## config.mk

```make
export PLATFORM = sky130hd
export DESIGN_NAME = regfile_param
export DESIGN_NICKNAME = d
export VERILOG_FILES = /design/src/rtl/regfile_pkg.sv /design/src/rtl/regfile_dump_fsm.sv /design/src/rtl/regfile_param.sv
export SDC_FILE = /design/constraint.sdc
export NUM_CORES = 1
export LEC_CHECK = 0
export BUFFER_PORTS_ARGS = -buffer_cell sky130_fd_sc_hd__buf_2
export CORE_ASPECT_RATIO = 1.25
export CORE_MARGIN = 8
export CORE_UTILIZATION = 35
export DETAILED_ROUTE_END_ITERATION = 12
export HOLD_SLACK_MARGIN = 0.02
export PLACE_DENSITY = 0.51
export REMOVE_ABC_BUFFERS = 1
export SLEW_MARGIN = 40
export SYNTH_ARGS = -nofsm -noshare
export SYNTH_HDL_FRONTEND = slang
export SYNTH_SLANG_ARGS = --single-unit
export TNS_END_PERCENT = 10
```

## constraint.sdc

```tcl
create_clock -name clk -period 2.75 [get_ports clk]
set_input_delay 0.1375 -clock clk [delete_from_list [all_inputs] [get_ports clk]]
set_output_delay 0.1375 -clock clk [all_outputs]
set_load 0.02 [all_outputs]
```

## src/rtl/regfile_pkg.sv

```systemverilog
// Shared types and default sizes for the parametrised register file.
// Optional feature macro REGFILE_BYPASS_EN is consumed by regfile_param.
package regfile_pkg;

  localparam int DEF_WIDTH = 8;
  localparam int DEF_DEPTH = 8;

  typedef enum logic {
    IDLE = 1'b0,
    SEND = 1'b1
  } dump_state_t;

endpackage

```

## src/rtl/regfile_dump_fsm.sv

```systemverilog
// Snapshot-dump sequencer: owns the IDLE/SEND state, beat index,
// valid/ready handshake and the one-cycle done pulse.
module regfile_dump_fsm
  import regfile_pkg::*;
#(
  parameter  int DEPTH = DEF_DEPTH,
  localparam int AW    = $clog2(DEPTH)
) (
  input  logic          clk,
  input  logic          rst,
  input  logic          dbg_start,
  input  logic          dbg_ready,
  output logic          dbg_valid,
  output logic          dbg_busy,
  output logic          dbg_done,
  output logic          snap_load,
  output logic [AW-1:0] idx
);

  dump_state_t state;
  logic        last_beat;

  // Strobe goes to the parent in the same cycle so the copy sees pre-write storage.
  assign snap_load = (state == IDLE) && dbg_start;
  assign last_beat = (idx == AW'(DEPTH - 1));

  always_ff @(posedge clk) begin
    if (rst) begin
      state     <= IDLE;
      idx       <= '0;
      dbg_valid <= 1'b0;
      dbg_busy  <= 1'b0;
      dbg_done  <= 1'b0;
    end else begin
      dbg_done <= 1'b0;
      case (state)
        IDLE: begin
          if (dbg_start) begin
            state     <= SEND;
            idx       <= '0;
            dbg_valid <= 1'b1;
            dbg_busy  <= 1'b1;
          end
        end
        SEND: begin
          if (dbg_ready) begin
            if (last_beat) begin
              state     <= IDLE;
              dbg_valid <= 1'b0;
              dbg_busy  <= 1'b0;
              dbg_done  <= 1'b1;
            end
            // DEPTH is a power of two, so the last increment wraps idx to 0.
            idx <= idx + 1'b1;
          end
        end
        default: state <= IDLE;
      endcase
    end
  end

endmodule

```

## src/rtl/regfile_param.sv

```systemverilog
// Parametrised register file: two combinational read ports, one write port,
// optional hardwired r0 and a snapshot dump port. Define REGFILE_BYPASS_EN for write-to-read forwarding.
module regfile_param
  import regfile_pkg::*;
#(
  parameter  int WIDTH    = DEF_WIDTH,
  parameter  int DEPTH    = DEF_DEPTH,
  parameter  int ZERO_REG = 1,
  localparam int AW       = $clog2(DEPTH)
) (
  input  logic             clk,
  input  logic             rst,
  input  logic [AW-1:0]    ra1,
  input  logic [AW-1:0]    ra2,
  output logic [WIDTH-1:0] rd1,
  output logic [WIDTH-1:0] rd2,
  input  logic [AW-1:0]    wa3,
  input  logic             we3,
  input  logic [WIDTH-1:0] wd3,
  input  logic             dbg_start,
  input  logic             dbg_ready,
  output logic             dbg_valid,
  output logic [AW-1:0]    dbg_addr,
  output logic [WIDTH-1:0] dbg_data,
  output logic             dbg_busy,
  output logic             dbg_done
);

  logic [WIDTH-1:0] regs [DEPTH];
  logic [WIDTH-1:0] snap [DEPTH];
  logic             snap_load;
  logic [AW-1:0]    idx;
  logic             wr_en;

  assign wr_en = we3 && !((ZERO_REG != 0) && (wa3 == '0));

  // NOTE: storage is flops, not a RAM macro, so a synchronous clear of every entry is legal here.
  always_ff @(posedge clk) begin
    if (rst) begin
      for (int i = 0; i < DEPTH; i++) begin
        regs[i] <= '0;
        snap[i] <= '0;
      end
    end else begin
      // NOTE: non-blocking assignment lets the snapshot copy the pre-edge contents of regs even when a write hits the same edge.
      if (snap_load) begin
        for (int i = 0; i < DEPTH; i++) snap[i] <= regs[i];
      end
      if (wr_en) regs[wa3] <= wd3;
    end
  end

  function automatic logic [WIDTH-1:0] read_port(input logic [AW-1:0] ra);
    logic [WIDTH-1:0] v;
    v = regs[ra];
`ifdef REGFILE_BYPASS_EN
    if (wr_en && (wa3 == ra)) v = wd3;
`endif
    if ((ZERO_REG != 0) && (ra == '0)) v = '0;
    return v;
  endfunction

  // NOTE: read_port assigns v on every path, so these blocks are pure muxes with no latch.
  always_comb begin
    rd1 = read_port(ra1);
    rd2 = read_port(ra2);
  end

  assign dbg_addr = idx;
  assign dbg_data = snap[idx];

  regfile_dump_fsm #(.DEPTH(DEPTH)) u_dump_fsm (
    .clk       (clk),
    .rst       (rst),
    .dbg_start (dbg_start),
    .dbg_ready (dbg_ready),
    .dbg_valid (dbg_valid),
    .dbg_busy  (dbg_busy),
    .dbg_done  (dbg_done),
    .snap_load (snap_load),
    .idx       (idx)
  );

endmodule

```

Word level (Yosys, flattened, before mapping)
Memory sizes are Yosys's and may differ from the RTL's. A register that Yosys moved wholly into a read port is not among the register bits.
Cells that the tools add are included.
{"block": "classes", "muxes": 35, "n_reduce_logical": 10, "eq_ne": 4, "addsub": 1, "n_bitwise": 10}
{"operator": "8-bit two-way mux", "n": 11}
{"operator": "1-bit two-way mux", "n": 16}
{"operator": "3-bit two-way mux", "n": 5}
{"operator": "3-bit zero test", "n": 3}
{"operator": "1-bit OR", "n": 8}
{"operator": "8-bit OR reduction", "n": 1}
{"operator": "2-bit != test (second input constant)", "n": 3}
{"operator": "3-bit case mux with 2 select lines", "n": 1}
{"operator": "1-bit case mux with 2 select lines", "n": 2}
{"operator": "3-bit by 1-bit adder with 3-bit output (second input constant)", "n": 1}
{"operator": "3-bit == test (second input constant)", "n": 1}
{"operator": "3-bit AND reduction", "n": 1}
{"operator": "3-bit OR reduction", "n": 1}
{"operator": "1-bit logical AND", "n": 2}
{"operator": "1-bit NOT", "n": 2}
{"operator": "2-bit AND reduction", "n": 1}
{"operator": "1-bit zero test", "n": 1}
{"block": "word_totals", "output_inout_bits": 30, "ram_bits": 128, "elab_cells": 66, "regBits": 6, "memories": 2, "input_bits": 22}
{"name": "regs", "words": 8, "word_bits": 8, "rd": 10, "rd_ports_with_merged_regs": 0, "write_ports": 8, "line": "regfile_param.sv:29", "source": "logic [WIDTH-1:0] regs [DEPTH];"}
{"name": "snap", "words": 8, "word_bits": 8, "rd": 1, "rd_ports_with_merged_regs": 1, "write_ports": 8, "line": "regfile_param.sv:30", "source": "logic [WIDTH-1:0] snap [DEPTH];"}

Depth between registers and ports, before layout
{"block": "depth", "depth_word": 8, "depth_mapped": 6, "depth_no_buf": 5}

Hierarchy
Synthesis repeated with hierarchy kept, for this count alone.
{"block": "unflattened", "cells_unflattened": 448, "hier_area_um2": 6521.3}
{"module": "regfile_param", "area_per_inst_um2": 6239.7, "seq_area_each_um2": 3843.7, "cells_each": 419, "instances": 1}
{"module": "regfile_dump_fsm", "area_per_inst_um2": 281.5, "seq_area_each_um2": 120.1, "cells_each": 29, "instances": 1}

Least setup slack after synthesis
No wires, ideal clock.
{"block": "synth_timing", "kind": "input-to-reg", "start": "input rst", "end": "memory snap[0][0] in the netlist's numbering (enable)", "cell_stages": 3, "setup_slack_ns": 0.072, "n_path_buf": 2, "required_time_ns": 2.318, "setup_ns": 0.432, "t_arrival_ns": 2.246, "path_cell_list": "clkbuf_1 clkbuf_1 nand2b_1"}
{"item": "start: declaration", "line": "regfile_param.sv:12", "source": "input logic rst,"}
{"item": "end: declaration", "line": "regfile_param.sv:30"}

==> qor.csv <==
metric;value;unit
cts_root_buffer;clkbuf_16;
rr_endpoint;snap[4][1]$_SDFFCE_PN0P_;
path_cells;buf_4, mux4_1, mux2_2, buf_2;
ys_seq_area_share;61.4;%
syn_inst;448;
fmax;469;MHz
num_antenna_cells;0;
area_growth;16.8;%
finClkSkew;0.00913;ns
hold_end;regs[2][5]$_SDFFCE_PN0P_;
wl_met3;423;um
hp-start;wd3[5];
ys_seq_elements;137;
min_path_cells;2;
drive_gt1_share;27.3;%
yosysMostFrequentCell;edfxtp_1;
drv_slew;0;
yosys_warnings;0;
path_class;register to primary output;
ys_async_sr_fraction;0;%
hold_violations;0;
place_inst;719;
synth_commonest_cells;edfxtp_1, and2_1, mux2_2;
rr_startpoint;u_dump_fsm.state$_SDFF_PP0_;
cp-start-kind;register;
setup_tns;0;ns
dieArea;23400;um2
wl_met1;6.20;mm
grt_pass1_wl;22.8;mm
finalNonFillerCells;752;
cpLargestDelayFamily;multiplexers;
power_density;674;nW/um2
synth_ff_type;edfxtp_1;
clkTransAtPathRegs;0.06;ns
worst_pin_slew;0.724;ns
cp.buffers_inverters;2;
timing.final.crit_share;77.5;%
p_leak;0.00292;uW
post_cts_buffers;0;
grt_pass1_vias;3930;
port_buffers;51;
crit_path_max_fanout;16;
gp_congestion;0.783;
hpwlAfterDp;11.0;mm
num_rows;56;
coreArea;18600;um2
synth_area;6560;um2
yosysUniqueCellTypes;35;
grt_usage;12.6;%
endpoint_kind;primary output;
relSlewSlack;51.6;%
holdWs;0.0766;ns
synth_largest_area_cell;edfxtp_1;
antenna_found_initial;1;
cts_tree;done;
rr_worst_depth;3;
overflow;0;
synth-edff-count;128;
cts_made_buffers;17;
die_w;138;um
setup_viol;0;
grt_max_degree;49;
vias_per_cell;4.85;
peakVddDrop;0.000439;V
nets;532;
wl_per_cell;19.2;um
arrival;1.99;ns
io_pins;52;
ant_nets;0;
critPathMaxStageDelay;0.58;ns
required;2.61;ns
synthDominantCellAreaShare;58.6;%
die_y;169;um
h-tree-depth;4;
rsz0062_at_grt;false;
cts.sink_count;137;
min_period;2.13;ns
initial_core_util;35.3;%
vias;3650;
clockBufferDepth;2;
drt_drc_violations_left;0;
min_path_type;input port to register;
wl_met2;7.35;mm
cap_violations;0;
avgSynthCellArea;14.6;um2
clk_latency;0.41;ns
crit_cells;4;
drt-total-wl;14.4;mm
synthTopCellsByArea;edfxtp_1, and2_1, mux2_2, mux4_1, a221oi_1;
drt_first_pass_iters;4;
r2r_slack;0.98;ns
maxUsedRoutingLayer;met4;
status;finished, final reports clean;
drt_iter0_drc;127;
cpMaxStageDelayCell;mux4_1;
layer usage:
metal / vias up / track usage [%]
met3: 31 / 2.58
li1: 1808 / -
met5: - / 0
met2: 81 / 21.8
met4: 0 / 6.53
met1: 1730 / 14.4
stage by stage:
step	setup slack, ns	power [uW]	instance area [um2]	utilization [%]
floorplan	0.311	2810	6420	-
detailed placement	0.915	3030	7070	38.1
CTS	0.560	5200	7640	41.2
global route	0.486	5330	7660	41.2
finish	0.619	5160	7660	41.2
global placement	0.923	3020	7070	38.1
what timing repair did:
action,CTS,global route
resized for setup,0,0
endpoints found under the hold margin,1,0
hold buffers,1,0
sequential cells by signal, summed over array words and instances (netlist names), named ones only:
name	count
regs	64
snap	64
u_dump_fsm.idx	3
u_dump_fsm.dbg_done	1
u_dump_fsm.dbg_valid	1
u_dump_fsm.state	1
area by class of cell:
class | count | area [um2]
sequential | 137 | 4020
fill | 1674 | 10900
tap | 232 | 290
inverter | 2 | 7.51
timing repair buffer | 64 | 375
clock buffer | 18 | 429
multi-input combinational | 286 | 2400
clock inverter | 13 | 129
layout by cell type, fill, tap and decap left out, types with 2 or more instances in the layout:
| cell type | count |
|---|---|
| buf_4 | 10 |
| mux4_1 | 16 |
| clkbuf_16 | 17 |
| edfxtp_1 | 128 |
| a21oi_1 | 4 |
| bufinv_16 | 2 |
| clkinv_2 | 4 |
| nand3b_1 | 2 |
| and2_1 | 105 |
| mux2_2 | 40 |
| o22ai_1 | 8 |
| buf_2 | 51 |
| nor3_1 | 2 |
| a31oi_1 | 2 |
| ha_1 | 2 |
| inv_1 | 2 |
| inv_6 | 2 |
| a32oi_1 | 2 |
| clkinv_1 | 2 |
| nand2_1 | 6 |
| nand2b_1 | 3 |
| conb_1 | 8 |
| mux2i_1 | 17 |
| nor2b_1 | 18 |
| nand3_1 | 2 |
| a221oi_1 | 21 |
| nor2_1 | 13 |
| dfxtp_1 | 9 |
| or2_2 | 7 |
| clkinvlp_4 | 2 |
cells by family after synthesis:
family / Yosys count / synth area share (%)
and+or+nand+nor: 165 / 15.3
DFF: 137 / 61.4
muxes: 73 / 15.9
AOI/OAI and AO/OA: 38 / 4.46
buffers and inverters: 32 / 2.56
adders and majority gates: 2 / 0.382
other: 1 / 0.0572
worst register-to-register path, delay by kind of cell (launching register included):
kind / cells / cell delay, ns
and+or+nand+nor: 2 / 0.76
DFF: 1 / 0.37
buffers and inverters: 1 / 0.32
how the worst max path moves through the flow:
stage,start,end,slack [ns]
finish,register,dbg_data[0],0.62
global route,register,dbg_data[4],0.49
CTS,register,dbg_data[4],0.56
detailed placement,rst,regs[1][3]$_SDFFCE_PN0P_,0.91
global placement,rst,regs[1][6]$_SDFFCE_PN0P_,0.92
floorplan,u_dump_fsm.state$_SDFF_PP0_,snap[0][0]$_SDFFCE_PN0P_,0.31
report_power, final:
part | switching, uW | internal (uW)
Clock | 854 | 1320
Sequential | 74.2 | 2440
Combinational | 272 | 201
Note: power is estimated with default switching activity, not from simulation.
